<file path="config.mk">
export PLATFORM = sky130hd
export DESIGN_NAME = poly5_sdiv_seq_32s_16s
export DESIGN_NICKNAME = d
export VERILOG_FILES = /design/src/rtl/poly5_sdiv_seq_32s_16s.sv
export SDC_FILE = /design/constraint.sdc
export NUM_CORES = 1
export LEC_CHECK = 0
export CORE_MARGIN = 10
export CORE_UTILIZATION = 50
export CTS_BUF_LIST = sky130_fd_sc_hd__clkbuf_2
export DETAILED_ROUTE_END_ITERATION = 12
export PLACE_DENSITY = 0.7
export RECOVER_POWER = 25
export SLEW_MARGIN = 25
export SYNTH_ARGS = -nofsm -noshare
export SYNTH_HDL_FRONTEND = slang
export SYNTH_SLANG_ARGS = --single-unit
</file>
<file path="constraint.sdc">
create_clock -name ap_clk -period 5.2 [get_ports ap_clk]
set_clock_uncertainty 0.15 [all_clocks]
set_input_delay 0.78 -clock ap_clk [delete_from_list [all_inputs] [get_ports ap_clk]]
set_output_delay 0.78 -clock ap_clk [all_outputs]
set_load 0.02 [all_outputs]
</file>
<file path="src/rtl/poly5_sdiv_seq_32s_16s.sv">
// Iterative radix-2 restoring signed divider, 32s / 16s -> quotient + remainder, start/done handshake with ce stall.
// Optional divide-by-zero flag port `dbz` enabled by defining POLY5_SDIV_DBZ_FLAG_EN.
module poly5_sdiv_seq_32s_16s #(
  parameter logic [31:0] ID         = 32'd1,
  parameter int          din0_WIDTH = 32,
  parameter int          din1_WIDTH = 16,
  parameter int          dout_WIDTH = 32
) (
  input  logic                  ap_clk,
  input  logic                  ap_rst,
  input  logic                  ce,
  input  logic                  start,
  input  logic [din0_WIDTH-1:0] din0,
  input  logic [din1_WIDTH-1:0] din1,
  output logic                  busy,
  output logic                  done,
  output logic [dout_WIDTH-1:0] quot,
  output logic [din1_WIDTH-1:0] rem
`ifdef POLY5_SDIV_DBZ_FLAG_EN
  ,
  output logic                  dbz
`endif
);

  localparam logic [1:0] IDLE = 2'd0;
  localparam logic [1:0] CALC = 2'd1;
  localparam logic [1:0] FIX  = 2'd2;
  localparam logic [1:0] DONE = 2'd3;

  localparam int CW = $clog2(din0_WIDTH);

  logic [1:0]            state_q, state_d;
  logic [CW-1:0]         cnt_q, cnt_d;
  // Dividend magnitude shifts out MSB first while quotient bits shift in at the LSB.
  logic [din0_WIDTH-1:0] dvd_q, dvd_d;
  logic [din1_WIDTH-1:0] prem_q, prem_d;
  logic [din1_WIDTH:0]   dsr_q, dsr_d;
  logic [din1_WIDTH-1:0] dvdLo_q, dvdLo_d;
  logic                  sq_q, sq_d;
  logic                  sr_q, sr_d;
  logic                  zero_q, zero_d;
  logic [dout_WIDTH-1:0] quot_q, quot_d;
  logic [din1_WIDTH-1:0] rem_q, rem_d;

  logic [din1_WIDTH:0]   trial;
  logic                  fits;
  logic [din1_WIDTH:0]   dsrExt;

  assign trial  = {prem_q, dvd_q[din0_WIDTH-1]};
  assign fits   = (trial >= dsr_q);
  assign dsrExt = {din1[din1_WIDTH-1], din1};

  always_comb begin
    state_d = state_q;
    cnt_d   = cnt_q;
    dvd_d   = dvd_q;
    prem_d  = prem_q;
    dsr_d   = dsr_q;
    dvdLo_d = dvdLo_q;
    sq_d    = sq_q;
    sr_d    = sr_q;
    zero_d  = zero_q;
    quot_d  = quot_q;
    rem_d   = rem_q;

    case (state_q)
      IDLE: begin
        if (start) begin
          // Unsigned magnitudes hold -2^31 and -2^15 exactly.
          dvd_d   = din0[din0_WIDTH-1] ? ({din0_WIDTH{1'b0}} - din0) : din0;
          dsr_d   = din1[din1_WIDTH-1] ? ({(din1_WIDTH+1){1'b0}} - dsrExt) : dsrExt;
          dvdLo_d = din0[din1_WIDTH-1:0];
          sq_d    = din0[din0_WIDTH-1] ^ din1[din1_WIDTH-1];
          sr_d    = din0[din0_WIDTH-1];
          zero_d  = (din1 == '0);
          prem_d  = '0;
          cnt_d   = '0;
          state_d = CALC;
        end
      end
      CALC: begin
        prem_d = fits ? din1_WIDTH'(trial - dsr_q) : trial[din1_WIDTH-1:0];
        dvd_d  = {dvd_q[din0_WIDTH-2:0], fits};
        if (cnt_q == CW'(din0_WIDTH - 1)) begin
          cnt_d   = '0;
          state_d = FIX;
        end else begin
          cnt_d = cnt_q + CW'(1);
        end
      end
      FIX: begin
        if (zero_q) begin
          quot_d = '1;
          rem_d  = dvdLo_q;
        end else begin
          quot_d = sq_q ? ({din0_WIDTH{1'b0}} - dvd_q) : dvd_q;
          rem_d  = sr_q ? ({din1_WIDTH{1'b0}} - prem_q) : prem_q;
        end
        state_d = DONE;
      end
      default: begin
        state_d = IDLE;
      end
    endcase
  end

  // Reset wins over ce; ce low freezes everything including the done/dbz pulse.
  always_ff @(posedge ap_clk) begin
    if (ap_rst) begin
      state_q <= IDLE;
      cnt_q   <= '0;
      dvd_q   <= '0;
      prem_q  <= '0;
      dsr_q   <= '0;
      dvdLo_q <= '0;
      sq_q    <= 1'b0;
      sr_q    <= 1'b0;
      zero_q  <= 1'b0;
      quot_q  <= '0;
      rem_q   <= '0;
    end else if (ce) begin
      state_q <= state_d;
      cnt_q   <= cnt_d;
      dvd_q   <= dvd_d;
      prem_q  <= prem_d;
      dsr_q   <= dsr_d;
      dvdLo_q <= dvdLo_d;
      sq_q    <= sq_d;
      sr_q    <= sr_d;
      zero_q  <= zero_d;
      quot_q  <= quot_d;
      rem_q   <= rem_d;
    end
  end

  assign busy = (state_q != IDLE);
  assign done = (state_q == DONE);
  assign quot = quot_q;
  assign rem  = rem_q;

`ifdef POLY5_SDIV_DBZ_FLAG_EN
  assign dbz = (state_q == DONE) & zero_q;
`endif

endmodule

</file>
Word-level counts from Yosys, hierarchy flattened:

Index checks and enable logic that the tools add are counted.

* word-level logic and storage cells: 50
* output and inout bits: 50
* input bits: 52
* bits in registers: 139

* equality and inequality tests: 6
* add/sub/neg operators: 6
* bitwise operators: 1
* reductions and logical operators: 8
* multiplexer cells: 17
* order comparisons: 1

Operators with widths (number)
* 32-bit 2-to-1 mux: 4
* 16-bit 2-to-1 mux: 4
* 32-bit case mux with 2 select lines: 1
* 1-bit by 32-bit subtractor with 32-bit output (first input constant): 2
* 16-bit case mux with 2 select lines: 1
* 17-bit >= comparator: 1
* 17-bit 2-to-1 mux: 1
* 1-bit by 16-bit subtractor with 17-bit output (first input constant): 1
* 16-bit zero test: 1
* 1-bit by 16-bit subtractor with 16-bit output (first input constant): 1
* 16-bit subtractor: 1
* 5-bit 2-to-1 mux: 2
* 5-bit case mux with 2 select lines: 1
* 3-bit AND reduction: 3
* 2-bit case mux with 3 select lines: 1
* 5-bit by 1-bit adder with 5-bit output (second input constant): 1
* 5-bit == test (second input constant): 1
* 2-bit == test (second input constant): 2
* 2-bit 2-to-1 mux: 2
* 2-bit inequality test (second input constant): 2
* 2-bit nonzero test: 2
* 2-bit by 1-bit == test with 1-bit output (second input constant): 1
* 2-bit zero test: 1
* 2-bit AND reduction: 1
* 1-bit bitwise XOR: 1

Longest topological paths before layout:

Gate-level depths: netlist of the first run.

* depth after elaboration: 4
* depth in mapped cells: 11
* mapped depth without buffers: 11

Worst setup path before layout of the first run:

Ideal clock, no wire load.

* kind: in2reg
* from: input port din0[0]
* to: register dvd_q[10]
* setup time: 132 ps
* arrival: 2488 ps
* required time: 4918 ps
* path buffers: 0
* stages: 9
* slack: 2429 ps
* path through: inv_1 ha_1 or3b_2 or2_2 o41ai_1 xor2_1 nand2_1 o211ai_1 a21oi_1

* longest elaborated chain between the ends: 4

Ends and longest elaborated chain
* from (decl): line 13 `input logic [din0_WIDTH-1:0] din0,`
* 1-bit by 32-bit subtractor with 32-bit output: line 70 `dvd_d = din0[din0_WIDTH-1] ? ({din0_WIDTH{1'b0}} - din0) : din0;`
* 32-bit 2-to-1 mux: line 70
* 32-bit 2-to-1 mux: line 68 `if (start) begin`
* 32-bit case mux with 2 select lines: line 66 `case (state_q)`
* to (signal assigned): line 124 `dvd_q <= dvd_d;`
* to (decl): line 35 `logic [din0_WIDTH-1:0] dvd_q, dvd_d;`

Every way passes these cells. The select of a mux whose other input is x is not followed.
A chain may end at the register's enable or synchronous reset.

Worst setup path after layout of the first run:

* from: input port ce
* to: register rem_q[10], in the netlist rem[10]

* longest elaborated chain between the ends: 1

Ends and longest elaborated chain
* from (decl): line 11 `input logic ce,`
* 2-bit AND reduction (no source line)
* to (signal assigned): line 132 `rem_q <= rem_d;`
* to (decl): line 43 `logic [din1_WIDTH-1:0] rem_q, rem_d;`

Every way passes these cells.

==> metrics.csv, run 1 <==
metric;value;unit
highest routing layer actually used;met4;
Mapped Area;8180;um2
die area;21900;um2
antenna-violating nets left;0;
Synth Flop Type;dfxtp_1;
CP max stage delay;2040;ps
DR iter-0 viols;469;
failing checks;capacitance limit, slew limit;
# resized after CTS;0;
Worst setup SP type;input port;
Syn. warnings;0;
commonest non-fill, non-tap cell in the layout;nand2_1;
sequential-to-total area share from yosys stat;0.340;
dominant cell type by area after synthesis;dfxtp_1;
final hold violation count;0;
Remaining Overflow, GRT;0;
RSZ-0062 raised after global routing;no;
post-synthesis mux area share;0.0220;
initial antenna violation count;2;
Row Count;46;
largest net degree at the start of global routing;87;
Synth Area in Compound Gates;0.230;
DR WL/cell;16.4;um
Finished Core Util;0.602;
vias per cell;5.63;
most frequent cells in the layout;nand2_1 (159), dfxtp_1 (137), nor2_1 (103);
Ports;102;
PortBufs;101;
cts hold-fix bufs;0;
Netlist cell types;61;
H-tree depth;4;
crit path DAT;4040;ps
drt drc;0;
synthesized flop and latch total;139;
adder-cell share of the synthesized area;0.0438;
setup bufs post-CTS;0;
Synth area leaders;dfxtp_1 (34%), nand2_1 (7.3%), xor2_1 (6.5%), nor2_1 (4.8%), o21ai_0 (4.7%);
Worst path top cell family by delay;simple AND/OR/NAND/NOR gates;
period utilization;0.671;
power per cell area;273;nW/um2
Max Cap Viol;1;
Post-Route WL;22200;um
HP Class;in -> reg;
Leak;3.42;nW
fraction of registers with async set/reset;0;
setup TNS;0;ps
syn avg cell area;7.76;um2
Post-synth EDFFs;0;
largest family of logic cells by synthesized area;compound AO/OA/AOI/OAI gates;
Placeable Area;15900;um2
pins over their slew limit;55;
max frequency;287;MHz
CP bufs+invs;1;
worst relative slew slack;-0.848;
DR vias;7612;
Final Net Count;1202;
Period minus WS final;3490;ps
worst-path maximum fanout;54;
layout cells sized above 1;0.0555;
area added between synthesis and finish;17.4;%
# clock sinks;139;
Worst VDD drop;165;uV
cells after synthesis;1054;
CP cell instances;clkdlybuf4s50_1 -> and2_0 -> o21ai_0 -> a211oi_1;
Yosys top cell area share;0.340;
DRT met1 WL;10300;um
Total GRT Usage;0.198;
WS Path Type;in -> reg;
Routability Congestion;0.895;
Max Root-Sink Buffers;2;
total CTS buffers;17;
XOR/XNOR share of the synthesized area;0.105;
Slowest-stage cell, CP;and2_0;
final setup vio count;0;
TritonCTS clock tree;yes;
metal2 WL;10000;um
CP endpoint kind;register;
Pre-Repair DR Iteration Count;7;
first-pass GRT wire length;35600;um
WP data required;5750;ps
Die Y-Extent;148;um
Chip Width;148;um
status;finished with violations;
Skew-Pair Late Insertion Delay;760;ps
clk root buf;clkbuf_2;
simple-gate portion of the synthesized area;0.213;
DP HPWL;16600;um
Worst-path clk slew;250;ps
syn nets;1134;
Pwr Total;2.62;mW
Starting Density;0.513;
met3 WL;1290;um
vias in the first global route;6916;
worst-margin pin slew;2770;ps
[synthesized netlist by cell type, types with 27 or more instances]
cell type / count
a211oi_1: 50
a21oi_1: 70
clkbuf_1: 55
dfxtp_1: 139
ha_1: 27
inv_1: 37
nand2_1: 159
nand3_1: 33
nor2_1: 104
o21ai_0: 76
xnor2_1: 37
xor2_1: 61
[worst reg2reg max path: stages (launching register included)]
cell and delay (ps):
dfxtp_1 380, inv_1 100, ha_1 200, and2_0 2010
o21ai_0 290, a211oi_1 320
[final cells by class]
class	count	area [um2]
antenna	2	5.00
clock buffer	18	90.1
clock inverter	14	206
fill	1554	6340
inverter	37	139
multi-input combinational	816	5030
sequential	139	2790
tap	216	270
timing repair buffer	111	1080
[per-layer routing]
metal / GRT usage / vias up
met3: 0.0491 / 27
met1: 0.260 / 3521
met5: 0 / -
met4: 0.0629 / 0
met2: 0.312 / 186
li1: - / 3878
[final timing paths]
check	start	endpoint	slack, ps	cells past startpoint
setup / recovery	ce	rem[10]$_SDFFE_PP0P_	1710	4
hold / removal	ap_rst	dvd_q[27]$_SDFFE_PP0P_	280	2
setup reg to reg	state_q[0]$_SDFFE_PP0P_	rem[10]$_SDFFE_PP0P_	1720	5
hold reg to reg	rem[13]$_SDFFE_PP0P_	rem[13]$_SDFFE_PP0P_	320	2
[through the flow]
step / cell area [um2] / hold WS [ps] / worst slack (ps) / cells
detailed placement: 9300 / 294 / 1710 / 1319
floorplan: 8180 / 278 / 2430 / 1054
global placement: 9300 / 293 / 1750 / 1319
finish: 9600 / 280 / 1710 / 1353
CTS: 9600 / 229 / 1780 / 1351
global route: 9600 / 248 / 1280 / 1352
[flip-flops by register name, indices dropped and copies added (netlist names)]
register / flops
rem: 16
zero_q: 1
cnt_q: 5
dvd_q: 32
dvdLo_q: 16
state_q: 2
quot: 32
prem_q: 16
sq_q: 1
sr_q: 1
dsr_q: 17
[cell families after synthesis]
| family | after synthesis |
|---|---|
| mux | 18 |
| simple gates | 383 |
| buf+inv | 99 |
| xor+xnor | 98 |
| compound gates | 289 |
| fa+ha+maj | 28 |
| flops | 139 |
[power by group]
group	leakage (nW)	switching [mW]	internal [mW]	total [mW]
Sequential	1.13	0.0602	1.12	1.18
Clock	0.176	0.438	0.332	0.770
Combinational	2.11	0.395	0.275	0.670
Total	3.42	0.893	1.72	2.62
(Power assumes the default switching activity.)
==> run 2, diff against run 1 <==
==> constraint.sdc (replaced) <==
create_clock -name ap_clk -period 3.6 [get_ports ap_clk]
set_clock_uncertainty 0.15 [all_clocks]
set_input_delay 0.54 -clock ap_clk [delete_from_list [all_inputs] [get_ports ap_clk]]
set_output_delay 0.54 -clock ap_clk [all_outputs]
set_load 0.02 [all_outputs]
==> run 2 against run 1 <==
The run still ends with capacitance limit, slew limit left. Sequential power up 43%. Register-to-register slack worse by 1100 ps. Utilization down 0.23 points. Critical path depth up 2. Non-clock buffer count up 9. First-iteration DRC count up 14%. Routed wire length up 2.1%. Critical endpoint is now quot[3]$_SDFFE_PP0P_.
==> metrics.csv, run 2 (synthesis gave the netlist of run 1 again) <==
metric;value;unit
commonest non-fill, non-tap cell in the layout;nand2_1;
worst-margin pin slew;2000;ps
PortBufs;101;
Critical Path End;quot[3]$_SDFFE_PP0P_;
Worst-path clk slew;210;ps
most frequent cells in the layout;nand2_1 (159), dfxtp_1 (139), nor2_1 (103);
DR iter-0 viols;534;
beginning of the critical path;state_q[0]$_SDFFE_PP0P_;
layout cells sized above 1;0.0568;
largest net degree at the start of global routing;81;
HP Class;in -> reg;
Row Count;46;
cts hold-fix bufs;0;
Placeable Area;15900;um2
vias per cell;5.62;
setup TNS;0;ps
Skew-Pair Late Insertion Delay;730;ps
Sw Pwr;1.27;mW
Internal;2.27;mW
TritonCTS clock tree;yes;
setup bufs post-CTS;0;
RSZ-0062 raised after global routing;no;
first-pass GRT wire length;37300;um
area added between synthesis and finish;17.0;%
Routability Congestion;0.906;
Die Y-Extent;148;um
worst relative slew slack;-0.333;
WP data required;4100;ps
worst-path maximum fanout;36;
routing usage on met1;0.272;
Total GRT Usage;0.207;
Leak;3.40;nW
total CTS buffers;17;
Post-Route WL;22600;um
Worst VDD drop;180;uV
reg2reg path depth;6;
Min-Delay Startpoint;ap_rst;
DP HPWL;17000;um
die area;21900;um2
Reg2Reg Setup Slack;640;ps
GR Util met2;0.330;
Worst setup SP type;register;
final hold violation count;0;
status;finished with violations;
Max Cap Viol;1;
Pre-Repair DR Iteration Count;5;
vias in the first global route;7256;
drt drc;0;
Starting Density;0.513;
final setup vio count;0;
Slowest-stage cell, CP;and2_0;
# clock sinks;139;
# resized after CTS;0;
H-tree depth;4;
FF-to-FF End;quot[3]$_SDFFE_PP0P_;
Final Net Count;1211;
pins over their slew limit;37;
CP cell instances;inv_1 -> ha_1 -> and2_0 -> buf_4 -> nor2_1 -> a211oi_1;
Ports;102;
CP endpoint kind;register;
CP max stage delay;1480;ps
Max Root-Sink Buffers;2;
antenna-violating nets left;0;
clk root buf;clkbuf_2;
sw frac;0.359;
max frequency;338;MHz
DR WL/cell;16.6;um
Period minus WS final;2960;ps
initial antenna violation count;1;
layer with the highest usage;met2;
Filler cells;1530;
r2r startpoint;state_q[0]$_SDFFE_PP0P_;
DR vias;7653;
combinational share of power;0.279;
Setup WS pre-CTS;363;ps
failing checks;capacitance limit, slew limit;
WHS;204;ps
period utilization;0.822;
crit path DAT;3460;ps
WS Path Type;reg -> reg;
clock power share;0.243;
Finished Core Util;0.600;
met3 Use GR;0.0406;
Chip Width;148;um
power per cell area;370;nW/um2
worst setup margin;640;ps
Remaining Overflow, GRT;0;
sequential power share;0.479;
run 2: changes by cell type in the layout (fill, tap and decap cells not counted), moves of 3 or more:
| cell | change |
|---|---|
| clkbuf_1 | +3 |
| bufinv_16 | -3 |
| buf_4 | +6 |
| clkinvlp_4 | +3 |
run 2: final cells by class:
class / count / area, um2 / share of cell area
Multi-Input combinational cell: 816 / 5030 / 0.525
Antenna cell: 1 / 2.50 / 0.000262
Inverter: 37 / 139 / 0.0145
Clock inverter: 14 / 119 / 0.0124
Tap cell: 216 / 270 / 0.0283
Clock buffer: 18 / 90.1 / 0.00942
Sequential cell: 139 / 2780 / 0.291
Timing Repair Buffer: 120 / 1140 / 0.119
run 2: metrics by stage:
| step | power (mW) | cells | area, um2 |
|---|---|---|---|
| after floorplan | 2.40 | 1054 | 8180 |
| after global placement | 2.69 | 1328 | 9370 |
| after detailed placement | 2.71 | 1328 | 9370 |
| after CTS | 3.55 | 1360 | 9580 |
| after global routing | 3.75 | 1361 | 9570 |
| final | 3.54 | 1361 | 9570 |
run 2: metal layers:
layer  vias to the layer above  part of all wire
met4                         0             0.022
met2                       180              0.46
li1                       3896                 -
met3                        32             0.050
met1                      3545              0.47
met5                         -                 0
run 2: power groups by stage:
stage	sequential [mW]	combinational (mW)	clock (mW)
after floorplan	1.71	0.687	0
after global placement	1.72	0.970	0
after detailed placement	1.72	0.981	0
after CTS	1.69	0.986	0.876
after global routing	1.71	1.10	0.949
final	1.69	0.986	0.859
run 2: worst min-delay path by stage:
stage,end,depth (start not counted)
finish,cnt_q[2]$_SDFFE_PP0P_,2
global route,state_q[1]$_SDFFE_PP0P_,2
CTS,dvd_q[30]$_SDFFE_PP0P_,2
detailed placement,dvdLo_q[13]$_SDFFE_PP0P_,2
global placement,rem[15]$_SDFFE_PP0P_,2
floorplan,dsr_q[16]$_SDFFE_PP0P_,2
run 2: critical path: cells and delay by family, from the launching register on:
| kind | cells | cell delay [ps] |
|---|---|---|
| flip-flops | 1 | 370 |
| buffers and inverters | 2 | 430 |
| AO/OA/AOI/OAI | 1 | 180 |
| adder cells (fa/ha/maj) | 1 | 200 |
| AND/OR/NAND/NOR | 2 | 1530 |
==> run 3, diff against run 2 <==
--- a/config.mk
+++ b/config.mk
@@ -9,7 +9,7 @@
 export CORE_UTILIZATION = 50
 export CTS_BUF_LIST = sky130_fd_sc_hd__clkbuf_2
 export DETAILED_ROUTE_END_ITERATION = 12
-export PLACE_DENSITY = 0.7
+export PLACE_DENSITY = 0.73
 export RECOVER_POWER = 25
 export SLEW_MARGIN = 25
 export SYNTH_ARGS = -nofsm -noshare
==> constraint.sdc (replaced) <==
create_clock -name ap_clk -period 2.4 [get_ports ap_clk]
set_clock_uncertainty 0.15 [all_clocks]
set_input_delay 0.36 -clock ap_clk [delete_from_list [all_inputs] [get_ports ap_clk]]
set_output_delay 0.36 -clock ap_clk [all_outputs]
set_load 0.02 [all_outputs]
==> run 3 against run 2 <==
The run ends with setup timing left. Worst hold slack got worse by 110 ps. Final cell count rose by 10%. Design area rose by 17%. Worst setup slack got worse by 700 ps. Die area did not move. Utilization rose by 10 points. Combinational power rose by 110%. Via count rose by 12%. Sequential share of layout area fell by 4.0 points. Critical path depth rose by 3. Critical endpoint is now prem_q[12]$_SDFFE_PP0P_. Largest power group unchanged.
==> metrics.csv, run 3 (synthesis gave the netlist of run 1 again) <==
metric;value;unit
pins over their slew limit;0;
r2r startpoint;prem_q[3]$_SDFFE_PP0P_;
DR WL/cell;16.8;um
first-pass GRT wire length;40100;um
clk root buf;clkbuf_2;
status;finished with violations;
DR vias;8538;
Skew-Pair Late Insertion Delay;750;ps
HP Class;in -> reg;
vias per cell;5.69;
area added between synthesis and finish;36.9;%
H-tree depth;4;
failing checks;setup timing;
CP endpoint kind;register;
worst relative slew slack;0.377;
beginning of the critical path;prem_q[3]$_SDFFE_PP0P_;
Internal;3.76;mW
clock power share;0.223;
commonest non-fill, non-tap cell in the layout;nand2_1;
Die Y-Extent;148;um
WS Path Type;reg -> reg;
total CTS buffers;17;
max frequency;406;MHz
Worst VDD drop;371;uV
sequential power share;0.424;
die area;21900;um2
RSZ-0062 raised after global routing;yes;
Row Count;46;
Leak;4.22;nW
reg2reg path depth;9;
Reg2Reg Setup Slack;-60;ps
Sw Pwr;2.17;mW
layout cells sized above 1;0.231;
final setup vio count;12;
Period minus WS final;2460;ps
area taken by multi-input logic gates;5490;um2
Final Net Count;1350;
period utilization;1.03;
crit path DAT;2970;ps
TritonCTS clock tree;yes;
Worst-path clk slew;220;ps
WP data required;2910;ps
Remaining Overflow, GRT;0;
drt drc;0;
Routability Congestion;0.916;
FF-to-FF End;prem_q[12]$_SDFFE_PP0P_;
Slowest-stage cell, CP;o31a_1;
worst setup margin;-60.7;ps
initial antenna violation count;1;
Placeable Area;15900;um2
Chip Width;148;um
vias in the first global route;8023;
worst-margin pin slew;934;ps
CP max stage delay;420;ps
Filler cells;1286;
DR iter-0 viols;662;
sequential cell area;2810;um2
Max Cap Viol;0;
Post-Route WL;25300;um
final hold violation count;0;
Worst setup SP type;register;
# clock sinks;139;
Ports;102;
largest net degree at the start of global routing;60;
Total GRT Usage;0.223;
Critical Path End;prem_q[12]$_SDFFE_PP0P_;
Max Root-Sink Buffers;2;
worst-path maximum fanout;7;
CP cell instances;buf_4 -> ha_4 -> o211ai_1 -> a21oi_2 -> o2111a_1 -> o21ai_2 -> o31a_1 -> a32oi_1 -> o21ai_1;
combinational share of power;0.353;
most frequent cells in the layout;nand2_1 (156), buf_4 (145), dfxtp_1 (121);
power per cell area;530;nW/um2
Pre-Repair DR Iteration Count;6;
WHS;94.1;ps
PortBufs;101;
sw frac;0.366;
antenna-violating nets left;0;
Starting Density;0.513;
Setup WS pre-CTS;-608;ps
DP HPWL;18700;um
-- run 3: cell types whose count changed in the layout (fill, tap and decap cells not counted), sizes merged --
cell           change
buf              +140
clkdlybuf4s50      -1
clkinv             -2
clkinvlp           +1
dlygate4sd2        +1
-- run 3: power groups by stage --
stage	logic, mW	registers (mW)	clock network (mW)
after floorplan	1.07	2.57	0
after global placement	1.81	2.55	0
after detailed placement	1.84	2.56	0
after CTS	1.94	2.51	1.34
after global routing	2.27	2.53	1.43
final	2.10	2.52	1.32
-- run 3: worst min-delay path by stage --
stage	startpoint	endpoint	slack, ps	cells past startpoint
final	din1[0]	dsr_q[0]$_SDFFE_PP0P_	90	3
after global routing	din1[0]	dsr_q[0]$_SDFFE_PP0P_	50	3
after CTS	din1[0]	dsr_q[0]$_SDFFE_PP0P_	50	3
after detailed placement	rem[8]$_SDFFE_PP0P_	rem[8]$_SDFFE_PP0P_	300	2
after global placement	rem[8]$_SDFFE_PP0P_	rem[8]$_SDFFE_PP0P_	290	2
after floorplan	dsr_q[16]$_SDFFE_PP0P_	dsr_q[16]$_SDFFE_PP0P_	280	2
-- run 3: per-layer routing --
layer	track usage	part of all wire	up-vias	wire, um
met5	0	0	-	0
met4	0.0738	0.026	0	665
met3	0.0565	0.078	61	1960
met2	0.358	0.45	311	11400
met1	0.286	0.44	3989	11200
li1	-	-	4177	-
-- run 3: layout make-up --
class,count,area share
clock buffer,19,0.00850
sequential,139,0.251
clock inverter,13,0.0105
timing repair buffer,259,0.203
multi-input combinational,816,0.490
inverter,37,0.0124
antenna,1,0.000224
tap,216,0.0242
-- run 3: metrics by stage --
stage | TNS (ps) | total power [mW] | std cells | area [um2] | util
2_1_floorplan | 0 | 3.64 | 1054 | 8270 | -
3_3_place_gp | -13270 | 4.36 | 1460 | 10500 | 0.661
3_5_place_dp | -15790 | 4.39 | 1460 | 10500 | 0.661
4_1_cts | -131 | 5.79 | 1497 | 11000 | 0.687
5_1_grt | -2970 | 6.23 | 1500 | 11200 | 0.702
6_report | -379 | 5.94 | 1500 | 11200 | 0.702
-- run 3: worst max-delay path, delay by kind of cell (launching register included) --
kind                     cells  cell delay (ps)
flip-flops                   1              370
buffers and inverters        1              140
AO/OA/AOI/OAI                7             1430
adder cells (fa/ha/maj)      1              290
-- run 3: timing repair --
| item | CTS | global route |
|---|---|---|
| hold endpoints to repair | 27 | 0 |
| endpoints found under the setup margin | 28 | 41 |
| resized for setup | 48 | 62 |
| pin swaps | 18 | 20 |
| buffers inserted | 4 | 2 |
| hold buffers | 1 | 0 |
